### src/rtl/memory_bus_arbiter.sv
// Two-core arbiter in front of a single main memory with a fixed access latency.
// Ties go to the core that was not granted last, so continuous contention alternates.
module memory_bus_arbiter #(
    parameter int unsigned MEM_LATENCY = 2,
    parameter int unsigned DEPTH       = 32
) (
    input  logic        clk,
    input  logic        reset,
    input  logic        mem_rd_1,
    input  logic        mem_rd_2,
    input  logic        main_mem_wr_1,
    input  logic        main_mem_wr_2,
    input  logic [4:0]  addr_mem_1,
    input  logic [4:0]  addr_mem_2,
    input  logic [31:0] wr_data_1,
    input  logic [31:0] wr_data_2,
    output logic [31:0] mem_data_out_1,
    output logic [31:0] mem_data_out_2,
    output logic        stall_mem_1,
    output logic        stall_mem_2,
    output logic        done_1,
    output logic        done_2,
    output logic        busy
);

    localparam int unsigned AW       = (DEPTH > 1) ? $clog2(DEPTH) : 1;
    localparam logic [3:0]  CNT_LOAD = 4'(MEM_LATENCY - 1);

    typedef enum logic [1:0] {StIdle, StAccess, StDone} state_e;

    state_e      r_state, w_state_next;
    logic [3:0]  r_cnt;
    logic        r_last_grant;  // 0: core 1, 1: core 2
    logic        r_grant;
    logic        r_is_wr;
    logic [4:0]  r_addr;
    logic [31:0] r_wdata;
    logic [31:0] r_rdata_1;
    logic [31:0] r_rdata_2;
    logic [31:0] r_mem [DEPTH];

    logic          w_req_1;
    logic          w_req_2;
    logic          w_start;
    logic          w_grant_sel;
    logic          w_access;
    logic [AW-1:0] w_idx;
    logic [31:0]   w_rd_word;

    assign w_req_1   = mem_rd_1 | main_mem_wr_1;
    assign w_req_2   = mem_rd_2 | main_mem_wr_2;
    assign w_idx     = AW'(32'(r_addr) % DEPTH);
    assign w_rd_word = r_mem[w_idx];

    always_comb begin
        w_state_next = r_state;
        w_start      = 1'b0;
        w_grant_sel  = 1'b0;
        w_access     = 1'b0;
        case (r_state)
            StIdle: begin
                if (w_req_1 || w_req_2) begin
                    w_start      = 1'b1;
                    w_state_next = StAccess;
                    if (w_req_1 && w_req_2) begin
                        w_grant_sel = ~r_last_grant;
                    end else begin
                        w_grant_sel = w_req_2;
                    end
                end
            end
            StAccess: begin
                if (r_cnt == 4'd0) begin
                    w_access     = 1'b1;
                    w_state_next = StDone;
                end
            end
            StDone:  w_state_next = StIdle;
            default: w_state_next = StIdle;
        endcase
    end

    always_ff @(posedge clk or negedge reset) begin
        if (!reset) begin
            r_state      <= StIdle;
            r_cnt        <= 4'd0;
            r_last_grant <= 1'b1;
            r_grant      <= 1'b0;
            r_is_wr      <= 1'b0;
            r_addr       <= 5'd0;
            r_wdata      <= 32'h0;
            r_rdata_1    <= 32'h0;
            r_rdata_2    <= 32'h0;
        end else begin
            r_state <= w_state_next;
            if (w_start) begin
                r_grant <= w_grant_sel;
                r_is_wr <= w_grant_sel ? main_mem_wr_2 : main_mem_wr_1;
                r_addr  <= w_grant_sel ? addr_mem_2 : addr_mem_1;
                r_wdata <= w_grant_sel ? wr_data_2 : wr_data_1;
                r_cnt   <= CNT_LOAD;
            end else if (r_state == StAccess && r_cnt != 4'd0) begin
                r_cnt <= r_cnt - 4'd1;
            end
            if (w_access && !r_is_wr) begin
                if (r_grant) begin
                    r_rdata_2 <= w_rd_word;
                end else begin
                    r_rdata_1 <= w_rd_word;
                end
            end
            if (r_state == StDone) begin
                r_last_grant <= r_grant;
            end
        end
    end

    // Storage is deliberately not reset; an aborted transfer never reaches w_access.
    always_ff @(posedge clk) begin
        if (w_access && r_is_wr) begin
            r_mem[w_idx] <= r_wdata;
        end
    end

    assign done_1         = (r_state == StDone) && !r_grant;
    assign done_2         = (r_state == StDone) && r_grant;
    assign busy           = (r_state != StIdle);
    assign stall_mem_1    = w_req_1 & ~done_1;
    assign stall_mem_2    = w_req_2 & ~done_2;
    assign mem_data_out_1 = r_rdata_1;
    assign mem_data_out_2 = r_rdata_2;

endmodule

### config.mk
export PLATFORM = sky130hd
export DESIGN_NAME = memory_bus_arbiter
export DESIGN_NICKNAME = d
export VERILOG_FILES = /design/src/rtl/memory_bus_arbiter.sv
export SDC_FILE = /design/constraint.sdc
export NUM_CORES = 1
export LEC_CHECK = 0
export ABC_AREA = 1
export CORE_ASPECT_RATIO = 2
export CORE_MARGIN = 2
export CORE_UTILIZATION = 55
export DETAILED_ROUTE_END_ITERATION = 16
export PLACE_DENSITY = 0.81
export SLEW_MARGIN = 20
export SYNTH_ARGS = -nofsm -noshare
export SYNTH_HDL_FRONTEND = slang
export SYNTH_SLANG_ARGS = --single-unit
### constraint.sdc
create_clock -name clk -period 3.76 [get_ports clk]
set_clock_uncertainty 0.15 [all_clocks]
set_input_delay 0.564 -clock clk [delete_from_list [all_inputs] [get_ports clk]]
set_output_delay 0.564 -clock clk [all_outputs]
set_load 0.01 [all_outputs]
* Word level (Yosys, flattened, before mapping)
Memories as Yosys holds them, arrays and structs flattened.
Index checks and enable logic that the tools add are counted.
** Word-level totals
- Bits in registers :: 110
- Bits in writable memories :: 1024
- Output and inout port bits :: 69
- Word-level logic and storage cells :: 57
- Memories :: 1
** Cells by class
- Add/sub/neg operators :: 1
- Eq/ne operators :: 4
- Mux-type cells :: 17
- Bitwise logic cells :: 8
- Reduce and logical (&&, ||, !) cells :: 17
** Memories
- r_mem :: words 32, bits a word 32, rd ports 1, clocked after memory_dff 0, wr ports 1, line 40 : logic [31:0] r_mem [DEPTH];
** Operators with widths (count)
- two-way mux 32 bit :: 1
- two-way mux 1 bit :: 10
- two-way mux 4 bit :: 2
- logical AND 1 bit :: 6
- AND reduction 2 bit :: 3
- two-way mux 5 bit :: 1
- zero test 4 bit :: 1
- two-way mux 2 bit :: 2
- != test 2 bit (second input constant) :: 2
- NOT 1 bit :: 4
- case mux 2 bit (2 select lines) :: 1
- nonzero test 2 bit :: 2
- nonzero test 4 bit :: 1
- subtractor 4 x 1 -> 4 bit (second input constant) :: 1
- AND 1 bit :: 2
- == test 2 x 1 -> 1 bit (second input constant) :: 1
- == test 2 bit (second input constant) :: 1
- zero test 1 bit :: 2
- zero test 2 bit :: 1
- OR 1 bit :: 2
- logical OR 1 bit :: 1

* Logic depth before layout (Yosys ltp)
- Depth after elaboration :: 6
- Mapped depth :: 14
- Gate-level depth less buffers :: 11

* Worst setup path after synthesis
Ideal clock, no wire load.
- Kind :: register -> register
- Start point :: register r_addr[2]
- End point :: memory r_mem[0][0], enable pin
- Setup time :: 0.421 ns
- Arrival :: 2.665 ns
- Data required time :: 3.189 ns
- Slack :: 0.524 ns
- Cell stages (with the launch flop) :: 5
- Clock period less this slack :: 3.236 ns
- Cell sequence :: dfrtp_1 nor3_1 clkbuf_1 inv_1 nor2_1
** RTL lines
- from (decl) :: line 36 : logic [4:0] r_addr;
- from (signal assigned) :: line 99 : r_addr <= w_grant_sel ? addr_mem_2 : addr_mem_1;
- to (decl) :: line 40
Straight into the memory's write port.

* Final worst setup path
- Start point :: register r_cnt[1]
- End point :: memory r_mem[7][15], enable pin
** Between the ends
- Cells in the longest elaborated chain, start to end :: 6
** RTL lines
- from (decl) :: line 32 : logic [3:0] r_cnt;
- from (signal assigned) :: line 103 : r_cnt <= r_cnt - 4'd1;
- zero test 4 bit :: line 73 : if (r_cnt == 4'd0) begin
- two-way mux 1 bit :: line 73
- two-way mux 1 bit :: line 60 : case (r_state)
- logical AND 1 bit :: line 120 : if (w_access && r_is_wr) begin
- two-way mux 1 bit :: line 120
- two-way mux 1 bit (implied by the code) :: line 121 : r_mem[w_idx] <= r_wdata;
Every way passes these cells.

==> impl_metrics.py <==
metrics = {
    "power_and_ir_drop": {
        "power.density_nw_per_um2": 781,
        "p_leak_nw": 22.1,
        "ir_drop_mv": 0.734,
        "power_mw": 41.5,
    },
    "die": {
        "fp.coreArea_sq_um": 84500,
        "die-area_sq_um": 87400,
        "die_w_um": 210,
        "start_util": 0.553,
        "chipHeight_um": 416,
        "ios": 149,
        "rows": 151,
    },
    "timing": {
        "period_minus_slack_ns": 3.03,
        "setup_viol": 0,
        "setup_tns_ns": 0,
        "slew_headroom": 0.226,
        "fmax_mhz": 330,
        "maxSlewViolCount": 0,
        "finalHoldViolCount": 0,
        "period_share": 0.806,
        "rsz0062_at_grt": "false",
        "tightestPinTransition_ns": 1.16,
    },
    "place": {
        "gp_congestion": 0.902,
        "post-dp-hpwl_um": 79700,
        "dpl_cell_area_sq_um": 50100,
        "io_buffers": 148,
    },
    "logic_synthesis": {
        "synth_area_sq_um": 46700,
        "synth_cell_types": 21,
        "synth_area_leaders": "edfxtp_1 66%, nand2_1 24%, dfrtp_1 5.8%, clkbuf_1 1.3%, nor2_1 1.2%",
        "syn_nets": 4670,
        "synth_area_leader_cell": "edfxtp_1",
        "synth_top_cell_area_share": 0.658,
        "ys_ff_latch": 1134,
        "synth_cells": 4588,
        "syn_area_per_cell_sq_um": 10.2,
        "ys_seq_area_frac": 0.717,
        "synth_warnings": 0,
    },
    "finish": {
        "fin_area_sq_um": 53100,
        "syn_to_final_growth_pct": 13.7,
        "insertedDiodeCount": 0,
        "drive_above_1_share": 0.0643,
        "layout.nets": 4796,
    },
    "routing": {
        "dr.pass1.iters": 8,
        "wl_met2_um": 66600,
        "dr_wl_met3_um": 11200,
        "wl_met1_um": 40100,
        "vias": 33300,
        "wirelength_um": 131000,
        "wl_per_cell_um": 22.4,
        "routed_via_density": 5.68,
        "drtAntennaViolNets": 0,
        "drt-initial-drc-count": 4208,
        "dr.max_layer_used": "met4",
        "drc": 0,
    },
    "worst_setup_path": {
        "critical_path_arrival_ns": 3.18,
        "worst_setup_path_end_kind": "flop",
        "r2r-end": "r_mem[7][15]",
        "r2r_start": "r_cnt[1]",
        "cp_max_fo": 32,
        "r2r_slack_ns": 0.73,
        "worstPathRequired_ns": 3.91,
        "start_kind": "flop",
        "rr_worst_depth": 10,
        "crit_type": "reg2reg",
    },
    "cts": {
        "cts_tree": "built",
        "cts.clk_slew.worst_paths_ns": 0.07,
        "cts_made_buffers": 90,
        "cts-root-buf": "clkbuf_16",
        "cts_resized": 0,
        "cts_max_path_buffers": 3,
        "cts.htree.levels": 3,
        "clkLatencyLatePin_ns": 0.67,
        "cts_num_sinks": 1134,
        "cts_setup_buffers": 0,
    },
    "global_route": {
        "grt_max_degree": 163,
        "grt_use_total": 0.301,
        "grt_pass1_vias": 33600,
        "antenna_found_initial": 0,
        "grt_pass1_wl_um": 194000,
        "overflow": 0,
    },
    "status": {
        "status": "finished, final reports clean",
    },
    "worst_hold_path": {
        "hold_path_class": "in2async",
    },
    "job": {
        "cap_violations": 0,
    },
}
worst max-delay path: stages (launching register included):
cell	delay, ns
dfrtp_1	0.37
inv_1	0.13
ha_1	0.17
nand3_1	0.14
inv_1	0.10
nand2_1	0.07
nor2_1	0.33
nand3_1	0.18
buf_4	0.25
nor2_4	0.09
buf_4	0.63
worst max path at each step:
stage / cells past startpoint / to / start / slack [ns]
2_1_floorplan: 4 / r_mem[0][0] / r_addr[2] / 0.52
3_3_place_gp: 10 / r_mem[2][25] / r_cnt[0] / 0.91
3_5_place_dp: 10 / r_mem[15][6] / r_cnt[0] / 0.90
4_1_cts: 10 / r_mem[7][30] / r_cnt[1] / 0.83
5_1_grt: 10 / r_mem[2][31] / r_cnt[0] / 0.69
6_report: 10 / r_mem[7][15] / r_cnt[1] / 0.73
registers in the layout (all words and copies together) (netlist names):
register / cells
r_last_grant: 1
r_state: 2
r_mem: 1024
mem_data_out_1: 32
r_addr: 5
r_is_wr: 1
r_cnt: 4
r_grant: 1
r_wdata: 32
mem_data_out_2: 32
per-stage QoR:
step	hold slack, ns	setup WS (ns)	std cells	utilization
2_1_floorplan	0.118	0.524	4588	-
3_3_place_gp	0.297	0.915	5692	0.594
3_5_place_dp	0.306	0.904	5692	0.594
4_1_cts	0.229	0.825	5861	0.629
5_1_grt	0.283	0.691	5861	0.629
6_report	0.237	0.728	5861	0.629
cells in the mapped netlist:
| master | count |
|---|---|
| nor2_1 | 144 |
| inv_2 | 5 |
| nor2_2 | 1 |
| dfrtp_1 | 109 |
| or2_1 | 1 |
| inv_1 | 24 |
| buf_1 | 14 |
| o21ai_1 | 1 |
| clkbuf_1 | 162 |
| o21ai_0 | 12 |
| buf_2 | 46 |
| nand3_1 | 7 |
| a21oi_1 | 66 |
| nand2_1 | 2952 |
| nor3_2 | 7 |
| dfstp_2 | 1 |
| nor3_1 | 1 |
| edfxtp_1 | 1024 |
| ha_1 | 2 |
| or2_2 | 1 |
| o22ai_1 | 8 |
routing by layer:
metal  vias to the layer above  GRT usage
met4                         0      0.261
met3                       577     0.0486
met1                     15700      0.314
met5                         -          0
li1                      15000          -
met2                      2009      0.524
logic make-up after synthesis:
group | share of synthesized area
adders and majority gates | 0.000535
and+or+nand+nor | 0.251
AOI/OAI and AO/OA | 0.00953
buffers and inverters | 0.0214
DFF | 0.717
report_power, final:
part / switching [mW] / internal [mW] / leakage [nW]
Sequential: 1.56 / 16.1 / 10.5
Clock: 4.41 / 5.34 / 1.47
Combinational: 10.3 / 3.75 / 10.2
what timing repair did:
action,CTS,global route
endpoints found under the hold margin,27,0
hold buffers,1,0
endpoints found under the setup margin,0,0
placed cells by master, fill, tap and decap left out:
cell	instances
bufinv_16	10
nand3_1	7
dfrtp_4	2
or2_1	1
o22ai_1	8
nor2_1	110
buf_4	81
dfrtp_1	95
clkinv_8	1
nand2_1	2952
inv_2	4
inv_8	2
o21ai_1	1
nor3_2	1
nor2_2	1
clkbuf_1	16
inv_1	23
o21ai_0	12
a21oi_1	66
dfstp_2	1
dfrtp_2	12
edfxtp_1	1024
nor2_4	34
inv_6	3
ha_1	2
dlygate4sd3_1	1
nor3_4	7
inv_16	1
clkbuf_8	7
clkinv_1	17
clkdlybuf4s50_1	147
or2_2	1
clkbuf_16	92
buf_12	27
clkinvlp_4	4
clkinv_2	17
final cells by class:
| class | count | area (sq um) |
|---|---|---|
| multi-input cells | 3203 | 12500 |
| fillers | 5939 | 31300 |
| repair buffers | 256 | 2630 |
| clock buffers | 115 | 2460 |
| inverters | 29 | 124 |
| well taps | 1071 | 1340 |
| flip-flops and latches | 1134 | 33500 |
| clock inverters | 53 | 542 |
No activity file was read; power rests on OpenSTA's default activity.
